`src/rtl/mult_pkg.sv`:
```
// ---------------------------------------------------------------------------
// mult_pkg
// Shared definitions for the sign-magnitude multiply sequencer:
//   OP_W      - operand width handled by the absolute_value datapath
//   PROD_W    - width of the signed product
//   state_e   - sequencer states (IDLE, ABS_A, ABS_B, MUL, SIGN, DONE)
//   applySign - turns an unsigned magnitude back into a signed product
// Optional feature macro used by the importers: ZERO_SKIP_EN.
// ---------------------------------------------------------------------------
package mult_pkg;

  localparam int OP_W   = 8;
  localparam int PROD_W = 16;

  typedef enum logic [2:0] {
    IDLE  = 3'd0,
    ABS_A = 3'd1,
    ABS_B = 3'd2,
    MUL   = 3'd3,
    SIGN  = 3'd4,
    DONE  = 3'd5
  } state_e;

  // Negation is skipped for a zero magnitude so the result is always +0.
  function automatic logic [PROD_W-1:0] applySign(input logic neg,
                                                  input logic [PROD_W-1:0] mag);
    logic [PROD_W-1:0] result;
    result = mag;
    if (neg && (mag != '0)) begin
      result = (~mag) + PROD_W'(1);
    end
    return result;
  endfunction

endpackage

```
`src/rtl/absolute_value.sv`:
```
// ---------------------------------------------------------------------------
// absolute_value
// Combinational magnitude of an 8-bit two's-complement value.
// Ports:
//   a_i [OP_W-1:0]  signed input
//   s_o [OP_W-1:0]  unsigned magnitude; 8'h80 (-128) yields 8'h80 (128)
// The carry out of the conditional negate carries no information for the
// sequencer, so it is not brought out as a port.
// ---------------------------------------------------------------------------
module absolute_value
  import mult_pkg::*;
(
  input  logic [OP_W-1:0] a_i,
  output logic [OP_W-1:0] s_o
);

  // Conditional two's-complement negate; the top bit of the input selects it.
  // For -128 the negate wraps back to 8'h80, which read as unsigned is 128.
  always_comb begin
    s_o = a_i;
    if (a_i[OP_W-1]) begin
      s_o = (~a_i) + OP_W'(1);
    end
  end

endmodule

```
`src/rtl/signed_mult_seq_ctrl.sv`:
```
// ---------------------------------------------------------------------------
// signed_mult_seq_ctrl
// Sequencer for the shared sign-magnitude multiply path. One operand pair is
// accepted over a valid/ready handshake, each operand's magnitude is taken
// through one time-shared absolute_value instance, a WIDTH-cycle shift-add
// loop builds the magnitude product, the sign is restored and the signed
// product is returned over a second valid/ready handshake.
// Ports:
//   clk        rising-edge clock
//   rst        synchronous, active-high reset
//   in_valid   operand pair valid
//   in_ready   pair can be accepted (only in IDLE)
//   a, b       signed multiplicand / multiplier, WIDTH bits
//   out_valid  product valid (DONE state)
//   out_ready  consumer accepts the product
//   product    signed 2*WIDTH result, held stable while out_valid is high
//   busy       high in every state except IDLE
// Optional feature macro: ZERO_SKIP_EN - when defined, a zero magnitude on
// either operand bypasses MUL and SIGN and goes straight to DONE with 0.
// ---------------------------------------------------------------------------
module signed_mult_seq_ctrl
  import mult_pkg::*;
#(
  parameter int WIDTH = 8,
  parameter int CNT_W = 4
) (
  input  logic                 clk,
  input  logic                 rst,
  input  logic                 in_valid,
  output logic                 in_ready,
  input  logic [WIDTH-1:0]     a,
  input  logic [WIDTH-1:0]     b,
  output logic                 out_valid,
  input  logic                 out_ready,
  output logic [2*WIDTH-1:0]   product,
  output logic                 busy
);

  // The magnitude path is the fixed 8-bit absolute_value block, so any other
  // operand width cannot be built.
  if (WIDTH != OP_W) begin : gWidthCheck
    $error("signed_mult_seq_ctrl: WIDTH must equal OP_W (8)");
  end

  state_e               state_q,   state_d;
  logic [WIDTH-1:0]     aReg_q,    aReg_d;
  logic [WIDTH-1:0]     bReg_q,    bReg_d;
  logic                 sign_q,    sign_d;
  logic [WIDTH-1:0]     magA_q,    magA_d;
  logic [WIDTH-1:0]     magB_q,    magB_d;
  logic [2*WIDTH-1:0]   acc_q,     acc_d;
  logic [CNT_W-1:0]     cnt_q,     cnt_d;
  logic [2*WIDTH-1:0]   product_q, product_d;

  logic [WIDTH-1:0]     absIn;
  logic [WIDTH-1:0]     absOut;

  // One magnitude unit shared by both operands; the FSM steers a_reg into it
  // during ABS_A and b_reg during ABS_B.
  absolute_value uAbs (
    .a_i (absIn),
    .s_o (absOut)
  );

  // State and datapath registers. A synchronous reset returns everything to
  // zero, which also abandons any transaction in flight without an output.
  always_ff @(posedge clk) begin
    if (rst) begin
      state_q   <= IDLE;
      aReg_q    <= '0;
      bReg_q    <= '0;
      sign_q    <= 1'b0;
      magA_q    <= '0;
      magB_q    <= '0;
      acc_q     <= '0;
      cnt_q     <= '0;
      product_q <= '0;
    end else begin
      state_q   <= state_d;
      aReg_q    <= aReg_d;
      bReg_q    <= bReg_d;
      sign_q    <= sign_d;
      magA_q    <= magA_d;
      magB_q    <= magB_d;
      acc_q     <= acc_d;
      cnt_q     <= cnt_d;
      product_q <= product_d;
    end
  end

  // Next-state and datapath control. Every register holds by default so only
  // the state that owns a register has to mention it. In MUL, bit cnt of the
  // multiplier magnitude gates adding the multiplicand shifted by cnt; the
  // last of the WIDTH iterations happens on the cycle that leaves for SIGN.
  always_comb begin
    state_d   = state_q;
    aReg_d    = aReg_q;
    bReg_d    = bReg_q;
    sign_d    = sign_q;
    magA_d    = magA_q;
    magB_d    = magB_q;
    acc_d     = acc_q;
    cnt_d     = cnt_q;
    product_d = product_q;
    absIn     = aReg_q;

    case (state_q)
      IDLE: begin
        if (in_valid) begin
          aReg_d  = a;
          bReg_d  = b;
          sign_d  = a[WIDTH-1] ^ b[WIDTH-1];
          state_d = ABS_A;
        end
      end

      ABS_A: begin
        absIn   = aReg_q;
        magA_d  = absOut;
        state_d = ABS_B;
      end

      ABS_B: begin
        absIn   = bReg_q;
        magB_d  = absOut;
        acc_d   = '0;
        cnt_d   = '0;
        state_d = MUL;
`ifdef ZERO_SKIP_EN
        if ((magA_q == '0) || (absOut == '0)) begin
          product_d = '0;
          state_d   = DONE;
        end
`endif
      end

      MUL: begin
        if (magB_q[cnt_q[CNT_W-2:0]]) begin
          acc_d = acc_q + ({{WIDTH{1'b0}}, magA_q} << cnt_q);
        end
        cnt_d = cnt_q + CNT_W'(1);
        if (cnt_q == CNT_W'(WIDTH - 1)) begin
          state_d = SIGN;
        end
      end

      SIGN: begin
        product_d = applySign(sign_q, acc_q);
        state_d   = DONE;
      end

      DONE: begin
        if (out_ready) begin
          state_d = IDLE;
        end
      end

      default: begin
        state_d = IDLE;
      end
    endcase
  end

  // Handshake and status outputs decode directly from the state register so
  // they are glitch-free and stable across backpressure.
  assign in_ready  = (state_q == IDLE);
  assign busy      = (state_q != IDLE);
  assign out_valid = (state_q == DONE);
  assign product   = product_q;

endmodule
```
`config.mk`:
```
export PLATFORM = sky130hd
export DESIGN_NAME = signed_mult_seq_ctrl
export DESIGN_NICKNAME = d
export VERILOG_FILES = /design/src/rtl/mult_pkg.sv /design/src/rtl/absolute_value.sv /design/src/rtl/signed_mult_seq_ctrl.sv
export SDC_FILE = /design/constraint.sdc
export NUM_CORES = 1
export LEC_CHECK = 0
export ABC_CLOCK_PERIOD_IN_PS = 3200
export CELL_PAD_IN_SITES_DETAIL_PLACEMENT = 1
export CELL_PAD_IN_SITES_GLOBAL_PLACEMENT = 2
export CORE_MARGIN = 5
export CORE_UTILIZATION = 32
export CTS_BUF_LIST = sky130_fd_sc_hd__clkbuf_8 sky130_fd_sc_hd__clkbuf_16
export CTS_CLUSTER_DIAMETER = 50
export DETAILED_ROUTE_END_ITERATION = 8
export PLACE_DENSITY_LB_ADDON = 0.08
export SLEW_MARGIN = 0
export SYNTH_ARGS = -nofsm -noshare
export SYNTH_HDL_FRONTEND = slang
export SYNTH_SLANG_ARGS = --single-unit
```
`constraint.sdc`:
```
create_clock -name clk -period 3.2 [get_ports clk]
set_input_delay 0.48 -clock clk [delete_from_list [all_inputs] [get_ports clk]]
set_output_delay 0.48 -clock clk [all_outputs]
set_load 0.005 [all_outputs]
```
---- After elaboration in Yosys (flattened, before gate mapping) ----
Cells that the tools add are included.
cells by class
  $add $sub $neg .......................... 4
  order comparisons ....................... 1
  equal/unequal tests ..................... 10
  shift operators ......................... 1
  muxes and demuxes ....................... 12
  bitwise operators ....................... 3
  reduce and logical (&&, ||, !) cells .... 8
operator list
  operator                                                    count
  2-to-1 mux 16 bit                                           2
  one-hot mux 16 bit (2 select lines)                         1
  one-hot mux 3 bit (6 select lines)                          1
  adder 16 x 1 -> 16 bit, second input constant               1
  adder 16 bit                                                1
  2-to-1 mux 8 bit                                            2
  NOT 16 bit                                                  1
  nonzero test 16 bit                                         1
  left shift 8 x 4 -> 16 bit                                  1
  2-to-1 mux 3 bit                                            3
  adder 8 x 1 -> 8 bit, second input constant                 1
  NOT 8 bit                                                   1
  one-hot mux 4 bit (2 select lines)                          1
  == test 3 x 2 -> 1 bit, second input constant               2
  == test 3 bit, second input constant                        2
  != test 2 bit, second input constant                        3
  adder 4 x 1 -> 4 bit, second input constant                 1
  == test 4 x 3 -> 1 bit, second input constant               1
  less-than comparator 3 x 4 -> 1 bit, second input constant  1
  AND reduction 2 bit                                         2
  binary-select mux 1 bit (select 3 bit)                      1
  == test 3 x 1 -> 1 bit, second input constant               1
  logical NOT 3 bit                                           1
  AND reduction 3 bit                                         1
  other kinds (6)                                             6
word-level totals
  flip-flop bits (word level) ............. 72
  output and inout bits ................... 19

---- Depth between registers and ports, before layout ----
Gate-level depths: netlist (run 1).
  depth in word-level cells ............... 5
  depth in mapped cells ................... 14
  mapped depth without buffers ............ 13

---- Hierarchy ----
A second synthesis (run 1) with hierarchy kept.
unflattened totals
  cell total of the unflattened synthesis .. 572
  area, all modules ....................... 4398.0 um^2
by module, submodules not included
  module                times used  cells an instance  area each (um^2)  sequential area each (um^2)
  signed_mult_seq_ctrl  1           551                4251.6            1441.4
  absolute_value        1           21                 146.4             0.0

---- Worst setup path after synthesis (run 1) ----
OpenSTA, ideal clock, no wires.
  path kind ............................... register to register
  start point ............................. register cnt_q[1]
  end point ............................... register acc_q[14]
  data arrival time ....................... 3015 ps
  required time ........................... 3083 ps
  setup slack ............................. 68 ps
  stages on the path, launching flop included .. 13
  clock period less this slack ............ 3132 ps
  cell sequence ........................... dfxtp_1 -> buf_2 -> clkbuf_1 -> inv_1 -> a31oi_1 -> nor3_1 -> ha_1 -> nor2b_1 -> o31a_1 -> o311ai_0 -> a21oi_1 -> or3_1 -> a32o_1
on the way
  cells in the longest elaborated chain, start to end .. 4
ends and longest elaborated chain
  element                                                                                      RTL line                                                  text
  from (decl)                                                                                  signed_mult_seq_ctrl.sv:52                                logic [CNT_W-1:0] cnt_q, cnt_d;
  from (signal assigned)                                                                       signed_mult_seq_ctrl.sv:86                                cnt_q <= cnt_d;
  left shift 8 x 4 -> 16 bit / binary-select mux 1 bit (select 3 bit) (equally long branches)  signed_mult_seq_ctrl.sv:139, signed_mult_seq_ctrl.sv:138
  adder 16 bit / 2-to-1 mux 1 bit (equally long branches)                                      signed_mult_seq_ctrl.sv:139, signed_mult_seq_ctrl.sv:138
  2-to-1 mux 16 bit / != test 2 bit (equally long branches)                                    -
  one-hot mux 16 bit (2 select lines) / AND reduction 2 bit (equally long branches)            -
  to (signal assigned)                                                                         signed_mult_seq_ctrl.sv:75                                acc_q <= '0;
  to (signal assigned)                                                                         signed_mult_seq_ctrl.sv:85                                acc_q <= acc_d;
  to (decl)                                                                                    signed_mult_seq_ctrl.sv:51                                logic [2*WIDTH-1:0] acc_q, acc_d;
Several ways; a longest one is shown, not always the timed one. The select of a mux whose other input is x is not followed.
A chain may end at the register's enable or synchronous reset.

---- Final worst setup path (run 1) ----
Same ends and word-level chain as after synthesis.

==> impl_metrics.csv, run 1 <==
group,metric,value,unit
sta,finalHoldViolCount,0,
synthesis,ys_seq_area_frac,0.326,
synthesis,post_synth.cell_area_avg,8.17,sq um
clock_tree,hold_fix_buffer_count_after_cts,0,
setup_path,cp-startpoint,"cnt_q[1]",
hold_path,launch_point_of_the_worst_hold_path,"aReg_q[2]",
sta,worst_pin_slew,0.625,ns
synthesis,synth_flop_cell,"dfxtp_1",
sta,achievable-frequency,0.329,GHz
power_and_ir_drop,power.density_cell_area,631,nW/um^2
global_route,global_route_wire_length_before_repair,21900,um
sta,timing.clock.skew,0.00579,ns
global_route,overflow,0,
setup_path,timing_worst_setup_path_type,"reg -> reg",
run_status,run_status,"finished clean",
placed_design,pre_cts_slack,-0.0208,ns
sta,fin_hold_ws,0.459,ns
drt,avgViaCountPerCell,5.31,
drt,drt_wl_total,13100,um
placed_design,postPlaceCellArea,5100,sq um
clock_tree,clock_latency_late_sink,0.34,ns
clock_tree,clk_path_buf_depth,2,
setup_path,timing.reg2reg.setup_slack,0.16,ns
layout,layout-drive-gt1-share,0.122,
synthesis,yosysWarnings,0,
layout,area_growth_syn_to_layout,23.6,%
drt,detailedRoute.firstIterationViolations,195,
power_and_ir_drop,post-layout-total-power,3.45,mW
hold_path,min_path_cells,2,
layout,num_antenna_cells,0,
layout,post-route-util,0.398,
sta,relSlewSlack,0.583,
synthesis,synthDistinctLibCells,64,
clock_tree,clock-sinks,72,
layout,nNetsFinal,624,
sta,tns,0,ns
drt,drc_violations,0,
setup_path,worst_path_cell_chain,"buf_12 -> mux2i_1 -> mux2_2 -> nor3_1 -> ha_1 -> o21a_1 -> o31a_1 -> o311ai_1 -> a21oi_1 -> or3_1 -> a32o_1",
setup_path,r2r_end,"acc_q[14]",
drt,ant_nets,0,
floorplan,io_pins,39,
synthesis,syn_inst,541,
global_route,global_route.usage.total,0.171,
sta,finalSetupViolCount,0,
clock_tree,path_clk_slew,0.06,ns
placed_design,globalplace.congestion,0.828,
floorplan,die_width,128,um
layout,final_cell_area,5460,sq um
setup_path,ff2ff_path_depth,11,
global_route,vias_in_the_first_global_route,4307,
setup_path,critical_path_arrival,3.28,ns
setup_path,critPathMaxStageDelay,0.40,ns
synthesis,mappedNetlistArea,4420,sq um
placed_design,dp_cells,754,
setup_path,sort_of_element_at_the_end_of_the_critical_path,"flip-flop",
hold_path,worst_hold_path.endpoint,"aReg_q[2]",
drt,detailroute.via_count,4080,
setup_path,worst-path-max-fanout,14,
run,max_cap_viol_count,0,
power_and_ir_drop,total_leakage_power,1.99,nW
synthesis,total_of_flip_flops_plus_latches_after_synthesis,72,
synthesis,number_of_enable_flip_flop_cells_after_synthesis,0,
placed_design,post-dp-hpwl,10100,um
sta,finalCritPeriodShare,0.951,
sta,timing.final.ws_setup,0.158,ns
setup_path,rr_startpoint,"cnt_q[1]",
floorplan,core,13700,sq um
floorplan,chipHeight,128,um
clock_tree,htree_levels,3,
global_route,grt_antenna_before_repair,0,
placed_design,port_buffers,38,
synthesis,mappedNetlistNets,580,
global_route,grt_start_max_net_pins,32,
clock_tree,clock_tree_from_tritoncts,"built",
layout,layoutNonFillerInstCount,769,
sta,final_period_minus_worst_setup_slack,3.04,ns
floorplan,starting_density,0.322,
floorplan,core.rowCount,43,
setup_path,cp_data_required_time,3.43,ns
clock_tree,clock_tree.root_cell,"clkbuf_16",
floorplan,die_area,16300,sq um
synthesis,synth_async_reset_ratio,0,
setup_path,cp_slowest_cell,"o311ai_1",
hold_path,worst_hold_path_type,"reg -> reg",
drt,wl_cell,17.0,um
clock_tree,cts_buffers,9,
drt,drt_pre_antenna_iters,4,
setup_path,crit_start_category,"flip-flop",
power_and_ir_drop,power.ir.vdd_worst,0.362,mV
sta,rsz_0062_raised_after_global_routing,"false",
sta,final_max_slew_viol_count,0,
[critical path: cells and delay by family (launching register included)]
kind	cells	cell delay (ns)
AND/OR/NAND/NOR	2	0.59
flip-flops	1	0.34
AO/OA/AOI/OAI	5	1.11
buffers and inverters	1	0.15
multiplexers	2	0.42
adder cells (fa/ha/maj)	1	0.33
[area by class of cell]
| cell class | instances | area [sq um] |
|---|---|---|
| tap | 180 | 225 |
| sequential | 72 | 1450 |
| inverter | 12 | 48.8 |
| timing repair buffer | 62 | 568 |
| clock inverter | 4 | 68.8 |
| multi-input combinational | 428 | 2860 |
| clock buffer | 11 | 253 |
| fill | 1658 | 8260 |
[kinds of logic (layout without fill, tap and decap cells)]
family | count (synthesis) | in the layout | share of synthesized area
flip-flops | 72 | 72 | 0.326
AND/OR/NAND/NOR | 181 | 181 | 0.192
buffers and inverters | 41 | 89 | 0.0382
adder cells (fa/ha/maj) | 19 | 19 | 0.0555
XOR/XNOR | 28 | 28 | 0.0555
AO/OA/AOI/OAI | 157 | 157 | 0.224
multiplexers | 43 | 43 | 0.108
[synthesized netlist by cell type, types with 8 or more instances]
| cell | n | area, sq um |
|---|---|---|
| nor2_1 | 62 | 233 |
| a211oi_1 | 15 | 113 |
| a21oi_1 | 52 | 260 |
| nand2_1 | 60 | 225 |
| nor2b_1 | 9 | 56.3 |
| o21ai_0 | 32 | 160 |
| ha_1 | 18 | 225 |
| clkbuf_1 | 18 | 67.6 |
| inv_1 | 11 | 41.3 |
| nor3b_1 | 9 | 67.6 |
| dfxtp_1 | 72 | 1440 |
| a31oi_1 | 9 | 56.3 |
| nor3_1 | 8 | 40.0 |
| xnor2_1 | 16 | 140 |
| xor2_1 | 12 | 105 |
| mux2i_1 | 33 | 330 |
[power breakdown]
part           leakage [nW]  internal (mW)  switching (mW)  total (mW)
Sequential            0.587           1.06           0.148        1.21
Combinational          1.24          0.523           0.623        1.15
Clock                 0.163          0.716           0.377        1.09
Total                  1.99           2.30            1.15        3.45
[cell usage in the layout, fill, tap and decap left out, types with 9 or more instances in the layout]
cell type and instances:
a21oi_1 51, mux2i_1 33, clkdlybuf4s50_1 37, o21ai_0 29, dfxtp_1 69, xnor2_1 16
xor2_1 12, ha_1 17, buf_4 23, clkbuf_16 9, a31oi_1 9, inv_1 12
nand2_1 60, a211oi_1 15, nor2_1 61
[worst max-delay path by stage]
stage	end	slack [ns]	cells past startpoint
3_5_place_dp	acc_q[14]	-0.02	10
4_1_cts	acc_q[15]	0.06	11
3_3_place_gp	acc_q[15]	0.05	11
2_1_floorplan	acc_q[14]	0.07	12
6_report	acc_q[14]	0.16	11
5_1_grt	acc_q[15]	0.00008	11
[repair_timing]
action / CTS / global route
resized for setup: 3 / 12
endpoints found under the setup margin: 2 / 7
pin swaps: 0 / 3
setup buffers: 0 / 0
[sequential cells by signal (all words and copies together) (netlist names)]
signal and cells:
bReg_q 8, cnt_q 4, sign_q 1, magB_q 8
state_q 3, acc_q 16, aReg_q 8, magA_q 8
product 16
[layer usage]
layer / global-route usage / wire length (um) / share of wire / vias up
li1: - / - / - / 2041
met5: 0 / 0 / 0 / -
met1: 0.185 / 5360 / 0.41 / 1961
met4: 0.0467 / 264 / 0.020 / 0
met3: 0.0485 / 512 / 0.039 / 17
met2: 0.321 / 6930 / 0.53 / 61
Power figures use the tool's default switching activity.
==> run 2: changes to the inputs <==
- CORE_UTILIZATION: 32 -> 31
- SYNTH_HIERARCHICAL: not set -> 1
==> run 2 against run 1 <==
Effect of this change: setup slack got worse by 0.038 ns; non-clock buffer count increased by 6; flip-flop and latch count unchanged; synthesized area decreased by 0.51%; sequential share of layout area increased by 0.15 points; die area increased by 2.5%; critical path depth unchanged; global-route usage increased by 0.40 points; largest cell class unchanged.
==> impl_metrics.csv, run 2 <==
group,metric,value,unit
floorplan,core,13900,sq um
setup_path,rr_startpoint,"cnt_q[1]",
global_route,global_route_wire_length_before_repair,22800,um
layout,layout.cells.most_common,"nand2_1",
global_route,grt_antenna_before_repair,0,
setup_path,crit_start_category,"flip-flop",
power_and_ir_drop,power.ir.vdd_worst,0.200,mV
synthesis,synth-compound-area-share,0.206,
setup_path,worst-path-max-fanout,19,
sta,timing.final.ws_setup,0.120,ns
hold_path,min_path_cells,2,
synthesis,number_of_enable_flip_flop_cells_after_synthesis,0,
synthesis,mappedNetlistArea,4400,sq um
floorplan,die_area,16700,sq um
clock_tree,path_clk_slew,0.07,ns
drt,drc_violations,0,
synthesis,yosys.cell_count.top_type,"nand2_1",
drt,detailedRoute.firstIterationViolations,140,
floorplan,chipHeight,129,um
layout,nNetsFinal,659,
placed_design,pre_cts_slack,-0.0415,ns
layout,num_antenna_cells,0,
layout,layoutNonFillerInstCount,805,
floorplan,die_width,129,um
drt,avgViaCountPerCell,5.19,
power_and_ir_drop,total_leakage_power,2.05,nW
layout,post-route-util,0.391,
synthesis,synth_async_reset_ratio,0,
drt,drt_wl_total,13900,um
floorplan,io_pins,39,
clock_tree,htree_levels,3,
power_and_ir_drop,power.density_cell_area,486,nW/um^2
global_route,global_route.usage.total,0.175,
setup_path,critPathMaxStageDelay,0.61,ns
synthesis,ys_seq_area_frac,0.328,
drt,drt_pre_antenna_iters,4,
setup_path,ff2ff_path_depth,11,
placed_design,port_buffers,38,
synthesis,synth_top_family_by_area,"simple AND/OR/NAND/NOR gates",
setup_path,cp-startpoint,"cnt_q[1]",
setup_path,sort_of_element_at_the_end_of_the_critical_path,"flip-flop",
clock_tree,cts_buffers,9,
sta,finalCritPeriodShare,0.963,
synthesis,post_synth.cell_area_avg,7.69,sq um
clock_tree,hold_fix_buffer_count_after_cts,0,
run,max_cap_viol_count,0,
sta,finalHoldViolCount,0,
synthesis,yosysWarnings,6,
sta,achievable-frequency,0.325,GHz
sta,relSlewSlack,0.476,
placed_design,globalplace.congestion,0.869,
setup_path,timing_worst_setup_path_type,"reg -> reg",
hold_path,worst_hold_path_type,"reg -> reg",
sta,fin_hold_ws,0.457,ns
sta,final_max_slew_viol_count,0,
placed_design,post-dp-hpwl,10600,um
synthesis,mappedNetlistNets,611,
run_status,run_status,"finished clean",
clock_tree,clock_tree_from_tritoncts,"built",
layout,layout_common_cells,"nand2_1 (118), dfxtp_1 (69), a21oi_1 (53), nor2_1 (49), clkdlybuf4s50_1 (37)",
setup_path,critical_path_arrival,3.36,ns
drt,ant_nets,0,
global_route,vias_in_the_first_global_route,4367,
floorplan,starting_density,0.317,
setup_path,timing.critical_path.max_delay_family,"simple AND/OR/NAND/NOR gates",
setup_path,cp_data_required_time,3.48,ns
synthesis,synthDistinctLibCells,61,
synthesis,synthXorXnorAreaFrac,0.0578,
setup_path,cp_slowest_cell,"or4b_2",
synthesis,synth_simple_gate_area_frac,0.234,
hold_path,launch_point_of_the_worst_hold_path,"aReg_q[1]",
placed_design,dp_cells,787,
synthesis,synth.area.top_cells,"dfxtp_1 (33%), nand2_1 (10%), a21oi_1 (6.6%)",
floorplan,core.rowCount,43,
clock_tree,clock_latency_late_sink,0.34,ns
drt,detailroute.via_count,4174,
clock_tree,clk_path_buf_depth,2,
synthesis,synth_top_area_frac,0.328,
clock_tree,clock_tree.root_cell,"clkbuf_16",
synthesis,multiplexer_share_of_the_synthesized_area,0.0745,
global_route,overflow,0,
synthesis,syn_inst,572,
sta,worst_pin_slew,0.785,ns
sta,final_period_minus_worst_setup_slack,3.08,ns
placed_design,postPlaceCellArea,5080,sq um
clock_tree,clock-sinks,72,
setup_path,cp_num_buf_inv,1,
sta,rsz_0062_raised_after_global_routing,"true",
layout,layout-drive-gt1-share,0.122,
layout,final_cell_area,5430,sq um
synthesis,total_of_flip_flops_plus_latches_after_synthesis,72,
setup_path,path_depth,11,
global_route,grt_start_max_net_pins,40,
synthesis,synth_flop_cell,"dfxtp_1",
sta,finalSetupViolCount,0,
drt,wl_cell,17.2,um
synthesis,post_synth_most_frequent_cells,"nand2_1 (118), dfxtp_1 (72), a21oi_1 (58), nor2_1 (49), o21ai_0 (28)",
layout,area_growth_syn_to_layout,23.6,%
synthesis,yosysTopAreaCell,"dfxtp_1",
synthesis,post_synth_fa_ha_maj_area_fraction,0.0558,
sta,timing.clock.skew,0.00976,ns
setup_path,worst_path_cell_chain,"buf_12 -> mux4_2 -> mux2_2 -> nor2b_1 -> ha_1 -> nand4_1 -> a21oi_2 -> a31oi_2 -> o21ai_1 -> or4b_2 -> nand3_1",
## run 2: path summary, 6_finish.rpt
kind | endpoint | slack (ns)
setup / recovery | acc_q[13] | 0.12
hold / removal | aReg_q[1] | 0.46
setup reg to reg | acc_q[13] | 0.12
hold reg to reg | aReg_q[1] | 0.46
## run 2: kinds of logic (layout without fill, tap and decap cells)
family / count (synthesis) / after routing
flops: 72 / 72
fa+ha+maj: 19 / 19
mux: 27 / 27
simple gates: 234 / 234
xor+xnor: 29 / 29
buf+inv: 44 / 97
compound gates: 147 / 147
## run 2: final cells by class
cell class	instances	area [sq um]
Fill cell	1702	8450
Tap cell	180	225
Multi-Input combinational cell	456	2830
Clock buffer	9	225
Timing Repair Buffer	68	613
Inverter	13	48.8
Clock inverter	7	46.3
Sequential cell	72	1450
## run 2: worst min-delay path: cells and delay by family, from the launching register on
kind	cells	cell delay, ns
AO/OA/AOI/OAI	1	0.05
AND/OR/NAND/NOR	1	0.05
flip-flops	1	0.31
## run 2: power breakdown
| group | switching, mW | internal, mW | leakage (nW) |
|---|---|---|---|
| Clock | 0.431 | 0.525 | 0.133 |
| Sequential | 0.0731 | 0.982 | 0.586 |
| Combinational | 0.347 | 0.280 | 1.33 |
| Total | 0.851 | 1.79 | 2.05 |
## run 2: metal layers
| layer | up-vias | wire length, um | track usage |
|---|---|---|---|
| met1 | 2009 | 6000 | 0.203 |
| met4 | 0 | 257 | 0.0513 |
| met5 | - | 0 | 0 |
| met2 | 40 | 7340 | 0.326 |
| li1 | 2109 | - | - |
| met3 | 16 | 281 | 0.0305 |
## run 2: stage by stage
step | power, mW | setup TNS (ns)
after global routing | 2.79 | -0.0476
after CTS | 2.68 | 0
after detailed placement | 1.72 | -0.0415
final | 2.64 | 0
after floorplan | 1.44 | 0
after global placement | 1.70 | 0
## run 2: what timing repair did
item / in CTS / in global routing
gates resized for setup: 3 / 15
pin swaps: 0 / 1
setup buffers: 0 / 2
setup endpoints to repair: 2 / 8
cloned: 0 / 0
==> variant: new RTL, settings of run 1 <==
Make the reset (`rst`) asynchronous in one clocked block. Comments in the files are not updated.
--- a/src/rtl/signed_mult_seq_ctrl.sv
+++ b/src/rtl/signed_mult_seq_ctrl.sv
@@ -66,3 +66,3 @@
   // zero, which also abandons any transaction in flight without an output.
-  always_ff @(posedge clk) begin
+  always_ff @(posedge clk or posedge rst) begin
     if (rst) begin
Behaviour: differs if rst is asserted again (counterexample within 4 cycles, from zero or initial values and one cycle with rst high); with rst held inactive, the same outputs for 10 cycles.
==> variant against run 1 <==
Wire length shrank 0.28%; critical path depth is the same; design area grew 5.9%; setup slack lost 63 ps; synthesized area grew 4.4%; sequential cell count is the same; highest routed layer unchanged.
Power is not compared: it rests on default switching activity, and its combinational part moved more than twofold at a synthesized area within 25%.
==> variant: results (changes against run 1) <==
- VDD IR max: 0.346 mV
- Maximum buffer depth of the clock tree: 2 (unchanged)
- Worst path top cell family by delay: compound AO/OA/AOI/OAI gates
- Slowest CP cell: mux4_2
- Ys async rst share: 1.00 (+1.00)
- Post-layout util: 0.414 (+0.0153)
- Combinational Power Share: 0.556
- Measured slew at the worst slew-check pin: 800 ps (+175 ps)
- Setup Crit Path Kind: reg -> reg
- Outcome: finished, final reports clean
- DR WL/cell: 17.3 um (+1.8%)
- Slowest Stage Delay on Critical Path: 490 ps (+90 ps)
- Distinct cells, synth: 54 (-16%)
- FF-to-FF Start: cnt_q[1]
- IO Port Bufs: 38 (unchanged)
- Avg Cell Area, Syn: 9.14 um^2 (+12%)
- Clock buffer count from CTS: 9 (unchanged)
- Inst Count DP: 735 (-2.5%)
- Met2 GRT Util: 0.299 (-0.0221)
- Synth top cells by count: 72 x dfrtp_1, 52 x nand2_1, 52 x nor2_1
- Fin crit share: 0.970 (+0.0195)
- Seq pwr share: 0.269
- Place WS: -79.1 ps (-58.4 ps)
- Multiplexer share of the synthesized area: 0.114 (+0.00572)
- Hold depth: 2 (unchanged)
- Clock Tree Root: clkbuf_16
- Share of post-route cells with drive strength above 1: 0.173 (+0.0505)
- Fillers: 1,633 (-1.5%)
- Vias: 3,860 (-5.4%)
- Initial DRC count: 145 (-26%)
- Hold slack final: 484 ps (+25.0 ps)
- Post-synthesis sequential area ratio: 0.390 (+0.0643)
- Routed Wire Length: 13,000 um (-0.28%)
- Slack of the worst reg-to-reg path: 100 ps (-60 ps)
- Leading post-synthesis cells by cell area: dfrtp_1 39%, mux2_2 6.3%, o21ai_0 5.1%
- Worst-skew pair later-pin latency: 340 ps (about the same)
- Initial antenna violation count: 0 (unchanged)
- CP arrival: 3320 ps (+40 ps)
- Met3 GRT Util: 0.0397 (-0.00879)
- DR pass1 iterations: 4 (unchanged)
- HP Start: magB_q[5]
- Synth Area in Adders: 0.0531 (-0.00235)
- Critical path fanouts, max: 8 (-6)
- Placer Congestion: 0.844 (+1.9%)
- # H-tree levels: 3 (unchanged)
- FF-to-FF path depth: 11 (unchanged)
- First-pass GRT wire length: 21,800 um (-0.44%)
- Min-Delay Endpoint: magB_q[5]
- Placed cell areas: 5420 um^2 (+6.2%)
- CP Capture Point: acc_q[15]
- M1 GR Usage: 0.199 (+0.0134)
- Largest net degree at the start of global routing: 73 (+130%)
- Syn_nets: 544 (-6.2%)
- Complex-gate fraction of the synthesized area: 0.162 (-0.0626)
- Layout Skew: 7.60 ps (+1.82 ps)
- Via count of the first global-routing pass: 4,059 (-5.8%)
- DPL Wire Length: 10,000 um (-0.35%)
- Tot GR Track Use: 0.166 (-0.00471)
- XOR/XNOR share of the synthesized area: 0.0626 (+0.00714)
- Nets: 607 (-2.7%)
variant: what timing repair did:
| action | CTS | global route |
|---|---|---|
| buffers inserted | 0 | 2 |
| endpoints found under the hold margin | 0 | 0 |
| setup endpoints to repair | 2 | 6 |
| pin swaps | 0 | 1 |
| gates cloned | 0 | 0 |
| resized for setup | 2 | 10 |
variant: cell type report:
class / instances / area share
tap: 180 / 0.0389
clock buffer: 12 / 0.0461
timing repair buffer: 78 / 0.122
inverter: 10 / 0.00649
clock inverter: 4 / 0.00887
sequential: 72 / 0.312
multi-input combinational: 397 / 0.466
variant: cell families (layout without fill, tap and decap cells):
family                   after synthesis  in the layout
AO/OA/AOI/OAI                        123            123
XOR/XNOR                              33             33
adder cells (fa/ha/maj)               19             19
buffers and inverters                 36            104
flip-flops                            72             72
multiplexers                          44             44
AND/OR/NAND/NOR                      178            178
variant: layer usage:
metal,up-vias,routed length (um)
li1,1930,-
met1,1885,5780
met2,31,6750
met3,14,294
met4,0,196
met5,-,0
